<file path="src/rtl/spi_byte_sequencer.sv">
// Byte-stream front end for an SPI master byte engine: TX/RX FIFOs, one
// outstanding transaction at a time, and a programmable idle gap between transfers.
module spi_byte_sequencer #(
  parameter  int DEPTH = 8,
  parameter  int GAP   = 2,
  localparam int LW    = $clog2(DEPTH) + 1
) (
  input  logic          clk,
  input  logic          rst,
  input  logic          in_valid,
  input  logic [7:0]    in_data,
  output logic          in_ready,
  output logic          out_valid,
  output logic [7:0]    out_data,
  input  logic          out_ready,
  output logic          m_start,
  output logic [7:0]    m_tx_data,
  input  logic [7:0]    m_rx_data,
  input  logic          m_done,
  output logic [LW-1:0] tx_level,
  output logic [LW-1:0] rx_level,
  output logic          busy,
  output logic          proto_err
);
  localparam int AW = $clog2(DEPTH);
  localparam int GW = (GAP > 1) ? $clog2(GAP) : 1;
  localparam logic [GW-1:0] GAP_LOAD = (GAP > 0) ? GW'(GAP - 1) : '0;

  typedef enum logic [1:0] {S_IDLE, S_START, S_WAIT, S_GAP} state_t;

  state_t          state_q, state_d;
  logic [GW-1:0]   gap_q, gap_d;
  logic [7:0]      txd_q, txd_d;
  logic            perr_q, perr_d;
  logic            abort_q, abort_d;
  logic            init_q;

  logic [7:0]      tx_mem [DEPTH];
  logic [7:0]      rx_mem [DEPTH];
  logic [AW-1:0]   tx_wp_q, tx_rp_q, rx_wp_q, rx_rp_q;
  logic [LW-1:0]   tx_lvl_q, rx_lvl_q;

  logic            tx_wr, rx_push, rx_pop, launch;

  assign in_ready  = init_q && (tx_lvl_q != LW'(DEPTH));
  assign tx_wr     = in_valid && in_ready;
  assign out_valid = (rx_lvl_q != '0);
  assign out_data  = out_valid ? rx_mem[rx_rp_q] : 8'h00;
  assign rx_pop    = out_valid && out_ready;
  assign rx_push   = (state_q == S_WAIT) && m_done;

  assign m_start   = (state_q == S_START);
  assign m_tx_data = txd_q;
  assign busy      = (state_q != S_IDLE);
  assign proto_err = perr_q;
  assign tx_level  = tx_lvl_q;
  assign rx_level  = rx_lvl_q;

  always_comb begin
    state_d = state_q;
    gap_d   = gap_q;
    txd_d   = txd_q;
    perr_d  = perr_q;
    abort_d = abort_q;
    launch  = 1'b0;
    case (state_q)
      S_IDLE: begin
        // RX room is reserved at launch; only one transfer is ever outstanding
        if (tx_lvl_q != '0 && rx_lvl_q != LW'(DEPTH)) begin
          launch  = 1'b1;
          txd_d   = tx_mem[tx_rp_q];
          state_d = S_START;
        end
      end
      S_START: state_d = S_WAIT;
      S_WAIT: begin
        if (m_done) begin
          if (GAP > 0) begin
            state_d = S_GAP;
            gap_d   = GAP_LOAD;
          end else begin
            state_d = S_IDLE;
          end
        end
      end
      S_GAP: begin
        if (gap_q == '0) state_d = S_IDLE;
        else             gap_d   = gap_q - GW'(1);
      end
      default: state_d = S_IDLE;
    endcase
    // A done belonging to a transfer killed by reset is swallowed once
    if (m_done && state_q != S_WAIT) begin
      if (abort_q) abort_d = 1'b0;
      else         perr_d  = 1'b1;
    end
    if (launch) abort_d = 1'b0;
  end

  always_ff @(posedge clk) begin
    if (rst) begin
      state_q  <= S_IDLE;
      gap_q    <= '0;
      txd_q    <= '0;
      perr_q   <= 1'b0;
      init_q   <= 1'b0;
      abort_q  <= (state_q == S_START) || (state_q == S_WAIT) || (abort_q && !init_q);
      tx_wp_q  <= '0;
      tx_rp_q  <= '0;
      tx_lvl_q <= '0;
      rx_wp_q  <= '0;
      rx_rp_q  <= '0;
      rx_lvl_q <= '0;
    end else begin
      state_q <= state_d;
      gap_q   <= gap_d;
      txd_q   <= txd_d;
      perr_q  <= perr_d;
      abort_q <= abort_d;
      init_q  <= 1'b1;
      if (tx_wr)   tx_wp_q <= tx_wp_q + AW'(1);
      if (launch)  tx_rp_q <= tx_rp_q + AW'(1);
      if (rx_push) rx_wp_q <= rx_wp_q + AW'(1);
      if (rx_pop)  rx_rp_q <= rx_rp_q + AW'(1);
      case ({tx_wr, launch})
        2'b10:   tx_lvl_q <= tx_lvl_q + LW'(1);
        2'b01:   tx_lvl_q <= tx_lvl_q - LW'(1);
        default: tx_lvl_q <= tx_lvl_q;
      endcase
      case ({rx_push, rx_pop})
        2'b10:   rx_lvl_q <= rx_lvl_q + LW'(1);
        2'b01:   rx_lvl_q <= rx_lvl_q - LW'(1);
        default: rx_lvl_q <= rx_lvl_q;
      endcase
    end
  end

  always_ff @(posedge clk) begin
    if (!rst && tx_wr)   tx_mem[tx_wp_q] <= in_data;
    if (!rst && rx_push) rx_mem[rx_wp_q] <= m_rx_data;
  end

endmodule

</file>
<file path="config.mk">
export PLATFORM = sky130hd
export DESIGN_NAME = spi_byte_sequencer
export DESIGN_NICKNAME = d
export VERILOG_FILES = /design/src/rtl/spi_byte_sequencer.sv
export SDC_FILE = /design/constraint.sdc
export NUM_CORES = 1
export LEC_CHECK = 0
export BUFFER_PORTS_ARGS = -buffer_cell sky130_fd_sc_hd__buf_2
export CAP_MARGIN = 20
export CORE_ASPECT_RATIO = 0.5
export CORE_MARGIN = 2
export CORE_UTILIZATION = 54
export CTS_BUF_LIST = sky130_fd_sc_hd__clkbuf_8 sky130_fd_sc_hd__clkbuf_16
export CTS_CLUSTER_SIZE = 20
export DETAILED_ROUTE_END_ITERATION = 8
export PLACE_DENSITY = 0.76
export SYNTH_ARGS = -nofsm -noshare
export SYNTH_HDL_FRONTEND = slang
export SYNTH_SLANG_ARGS = --single-unit
</file>
<file path="constraint.sdc">
create_clock -name clk -period 2.8 [get_ports clk]
set_clock_uncertainty 0.2 [all_clocks]
set_input_delay 0.56 -clock clk [delete_from_list [all_inputs] [get_ports clk]]
set_output_delay 0.56 -clock clk [all_outputs]
set_load 0.03 [all_outputs]
</file>
==> reports/results.txt, run 1 <==
Routed Antenna Nets: 0
DRT Wirelength: 12.0 mm
Post-route setup TNS: 0 ns
Drt first pass iters: 5
RR Endpoint: tx_level[3]
Gr usage total: 0.196
Largest net degree at the start of global routing: 27
Max-capacitance violation count: 0
Worst setup SP type: register
Yosys top cell by area: edfxtp_1
Top cells by area, synth: edfxtp_1 (58%), dfxtp_1 (11%), mux4_2 (11%), mux2i_1 (3.0%), ha_1 (2.6%)
Root buffer cell: clkbuf_16
Die X: 161 µm
FF-to-FF setup slack: 0.16 ns
Worst EP arrival: 1.91 ns
Core area: 0.0119 mm²
P_leak: 2.76 nW
Post-DP HPWL: 7.46 mm
CTS H-tree depth: 4
Power per cell area: 933 mW/mm²
Hold-fix buffers, CTS: 0
Layout area overhead: 18.4%
Starting DRT DRC Count: 374
Most common cell in the netlist: edfxtp_1
Final Max Slew Viols: 0
Initial antenna violation count: 0
CTS Buf Count: 17
Top FF cell, synth: edfxtp_1
CTS max path bufs: 2
Part of the Yosys area used for sequential elements: 0.691
Syn Nets: 441
Critical Path End Type: output pin
Die H: 82.5 µm
Worst skew pair latency: 0.42 ns
Global route overflow: 0
Max_slew headroom: 0.580
Post-Syn Area: 0.00665 mm²
Period Utilization, post-route: 0.954
Crit-path max FO: 16
Diode count: 0
#FFs+latches synth: 165
Drt wl/cell: 18.1 µm
Hold WS: 0.190 ns
Final setup vio count: 0
Layout cells sized above 1: 0.321
CTS tree: built
DRC viols: 0
Critical Path RT: 2.04 ns
RSZ-0062 raised after global routing: no
Min-delay src: rst
Cells after synthesis: 405
Final instance area: 0.00787 mm²
Via/cell ratio: 5.50
Setup bufs post-CTS: 0
Fin crit period: 2.67 ns
Synth top area share: 0.583
Final core occ: 0.661
Status: completed
Worst Tran Pin Value: 0.629 ns
Vias: 3,634
Crit Path Class: reg -> out
Num Clock Sinks: 165
Hold Crit Class: in -> reg
Reg2reg path depth: 9
Achievable Freq: 374 MHz
Ports: 50
Cts repair resizes: 0
VDD IR max: 0.527 mV
Warnings, synthesis: 0
Full die area: 0.0133 mm²
PortBufs: 49
Site row count: 28
RR Startpoint: tx_level[0]
Final Hold Viols: 0
# nets final: 519
Gpl congestion: 0.752
Commonest cells in the netlist: edfxtp_1 (129), nor2_1 (42), dfxtp_1 (36)
Number of synthesized flops with an enable pin: 129
First-pass GRT wire length: 18.8 mm
Asr flop ratio synth: 0
Critical Path Sink: out_data[0]
Placed cell areas: 0.00729 mm²
Clock-pin slew on the worst setup and hold paths: 0.06 ns
Starting Density: 0.558
Synthesized area per cell: 16.4 µm²
Synth cell types: 46
Vias in the first global route: 3,546
[cell usage in the layout (no fill, tap or decap), drive strengths merged, types with 4 or more instances in the layout]
cell	synthesis	routed
nor3	5	5
buf	14	78
o21ai	13	13
nand2	12	12
ha	14	14
dfxtp	36	36
clkinv	0	4
nor2	42	42
clkbuf	5	17
xor2	10	10
mux4	32	32
a21oi	21	21
edfxtp	129	129
inv	13	19
mux2i	20	20
nand3	8	8
[registers in the layout (all words and copies together) (netlist names), 4 cells and up, named ones only]
signal	cells
tx_mem	64
rx_level	4
m_tx_data	8
rx_mem	64
tx_level	4
[logic make-up after synthesis]
family | count (synthesis) | share of synthesized area
and+or+nand+nor | 87 | 0.0651
xor gates and xnor gates | 12 | 0.0169
muxes | 53 | 0.140
buffers and inverters | 32 | 0.0235
AOI/OAI and AO/OA | 41 | 0.0335
DFF | 165 | 0.691
adders and majority gates | 15 | 0.0294
[through the flow]
stage | power, W | std cells | setup WS (ns)
after floorplan | 0.00465 | 405 | 0.00458
after global placement | 0.00509 | 629 | 0.235
after detailed placement | 0.00514 | 629 | 0.189
after CTS | 0.00741 | 661 | 0.0573
after global routing | 0.00772 | 661 | 0.0221
final | 0.00734 | 661 | 0.129
[where the power goes]
group	internal (W)	total, W	leakage [nW]	switching [W]
clock network	0.00132	0.00226	0.279	0.000942
logic	0.000872	0.00210	1.02	0.00123
registers	0.00283	0.00298	1.46	0.000152
total	0.00502	0.00734	2.76	0.00233
[layout make-up]
cell class                      count  area, µm²
Clock buffer                       17        425
Clock inverter                     15        154
Fill cell                         823       4040
Inverter                           13       48.8
Multi-Input combinational cell    208       1940
Sequential cell                   165       4610
Tap cell                          165        206
Timing Repair Buffer               78        488
[critical path, stage by stage (launching register included)]
cell,delay [ns]
dfxtp_1,0.35
buf_12,0.19
mux4_2,0.54
mux2i_2,0.19
nor2_1,0.05
buf_2,0.17
[metal layers]
metal | global-route usage | vias up | share of wire
met5 | 0 | - | 0
met1 | 0.246 | 1837 | 0.44
met2 | 0.343 | 76 | 0.51
met4 | 0.0634 | 0 | 0.0092
met3 | 0.0500 | 9 | 0.046
li1 | - | 1712 | -
[worst min-delay path by stage]
stage	end	cells past startpoint
after global routing	tx_rp_q[1]	2
after detailed placement	proto_err	2
after global placement	proto_err	2
after floorplan	gap_q	2
final	tx_rp_q[1]	2
after CTS	tx_rp_q[1]	2
Note: power is estimated with default switching activity, not from simulation.
==> inputs of run 2 (changes only) <==
--- a/config.mk
+++ b/config.mk
@@ -13,7 +13,7 @@
 export CTS_BUF_LIST = sky130_fd_sc_hd__clkbuf_8 sky130_fd_sc_hd__clkbuf_16
 export CTS_CLUSTER_SIZE = 20
 export DETAILED_ROUTE_END_ITERATION = 8
-export PLACE_DENSITY = 0.76
+export PLACE_DENSITY = 0.77
 export SYNTH_ARGS = -nofsm -noshare
 export SYNTH_HDL_FRONTEND = slang
 export SYNTH_SLANG_ARGS = --single-unit
==> run 2 against run 1 <==
Effect of this change:
- critical path depth unchanged
- register-to-register slack hardly changed
- first-iteration DRC count decreased by 5.1%
- total power increased by 1.1%
- count of clock-buffer cells in the layout did not move
- setup slack improved by 0.0040 ns
==> reports/results.txt, run 2 (same netlist as run 1, synthesis figures left out) <==
Gpl congestion: 0.794
Routed Antenna Nets: 0
Post-route setup TNS: 0 ns
Critical Path End Type: output pin
Starting Density: 0.558
Achievable Freq: 375 MHz
Die X: 161 µm
Layout cells sized above 1: 0.326
Die H: 82.5 µm
Worst Tran Pin Value: 0.696 ns
Max_slew headroom: 0.536
Setup ws final: 0.133 ns
Critical Path Sink: out_data[2]
Power per cell area: 942 mW/mm²
Reg2reg path depth: 9
First-pass GRT wire length: 19.7 mm
Root buffer cell: clkbuf_16
CTS tree: built
Max-capacitance violation count: 0
Final core occ: 0.662
Layout area overhead: 18.6%
# fillers: 828
FF-to-FF setup slack: 0.17 ns
Starting DRT DRC Count: 355
PortBufs: 49
Status: completed
Ports: 50
Core area: 0.0119 mm²
Full die area: 0.0133 mm²
Gr usage total: 0.207
Final setup vio count: 0
Setup bufs post-CTS: 0
RR Startpoint: tx_level[0]
Pre-CTS setup slack: 0.191 ns
Crit-path max FO: 6
Fin crit period: 2.67 ns
Final Max Slew Viols: 0
RSZ-0062 raised after global routing: no
DRT Wirelength: 12.6 mm
Most common cell after layout, fill and taps aside: edfxtp_1
Largest net degree at the start of global routing: 25
Worst skew pair latency: 0.43 ns
Hold Crit Class: in -> reg
CTS Buf Count: 17
CTS max path bufs: 2
Period Utilization, post-route: 0.953
Final Hold Viols: 0
Cts repair resizes: 0
P_leak: 2.79 nW
Global route overflow: 0
CTS H-tree depth: 4
Drt wl/cell: 18.9 µm
Via/cell ratio: 5.51
Num Clock Sinks: 165
Hold-fix buffers, CTS: 0
Critical Path RT: 2.04 ns
RR Endpoint: tx_level[3]
Initial antenna violation count: 0
DRC viols: 0
Site row count: 28
Post-DP HPWL: 7.91 mm
Clock-pin slew on the worst setup and hold paths: 0.07 ns
Drt first pass iters: 7
Vias in the first global route: 3,653
Crit Path Class: reg -> out
Most frequent cells in the layout: edfxtp_1 (129), buf_2 (49), nor2_1 (42), buf_4 (33), mux4_2 (32)
Worst setup SP type: register
Diode count: 0
# nets final: 523
VDD IR max: 0.420 mV
Vias: 3,667
Worst EP arrival: 1.91 ns
## run 2: worst min-delay path by stage
stage | from | to | slack (ns) | cells after the start
floorplan | gap_q | gap_q | 0.25 | 2
global placement | proto_err | proto_err | 0.25 | 2
detailed placement | proto_err | proto_err | 0.26 | 2
CTS | m_rx_data[6] | rx_mem[7][6] | 0.18 | 1
global route | m_rx_data[6] | rx_mem[3][6] | 0.20 | 1
finish | m_rx_data[6] | rx_mem[3][6] | 0.20 | 1
## run 2: metal layers
layer	global-route usage	share of wire	vias to the layer above
li1	-	-	1716
met1	0.260	0.44	1867
met2	0.358	0.51	70
met3	0.0559	0.039	14
met4	0.0732	0.015	0
met5	0	0	-
## run 2: worst max-delay path, stage by stage, from the launching register on
cell and delay, ns:
dfxtp_1 0.33, buf_4 0.18, mux4_2 0.52, mux2i_1 0.20, nor2_1 0.07, buf_2 0.18
## run 2: area by class of cell
class                      count  area [µm²]  area share
sequential                   165        4610       0.585
multi-input combinational    208        1930       0.245
timing repair buffer          82         493      0.0625
clock buffer                  17         425      0.0540
tap                          165         206      0.0262
clock inverter                15         168      0.0213
inverter                      13        48.8     0.00619
## run 2: per-stage QoR
step                cells  cell area (µm²)  hold slack (ns)  power [W]
detailed placement    633             7290            0.261    0.00513
floorplan             405             6690            0.254    0.00465
global placement      633             7290            0.247    0.00508
finish                665             7880            0.200    0.00742
CTS                   665             7880            0.184    0.00748
global route          665             7880            0.202    0.00780
## run 2: where the power goes
part / internal [W] / switching [W]
Clock: 0.00134 / 0.00100
Combinational: 0.000854 / 0.00126
Sequential: 0.00283 / 0.000148
Total: 0.00502 / 0.00241
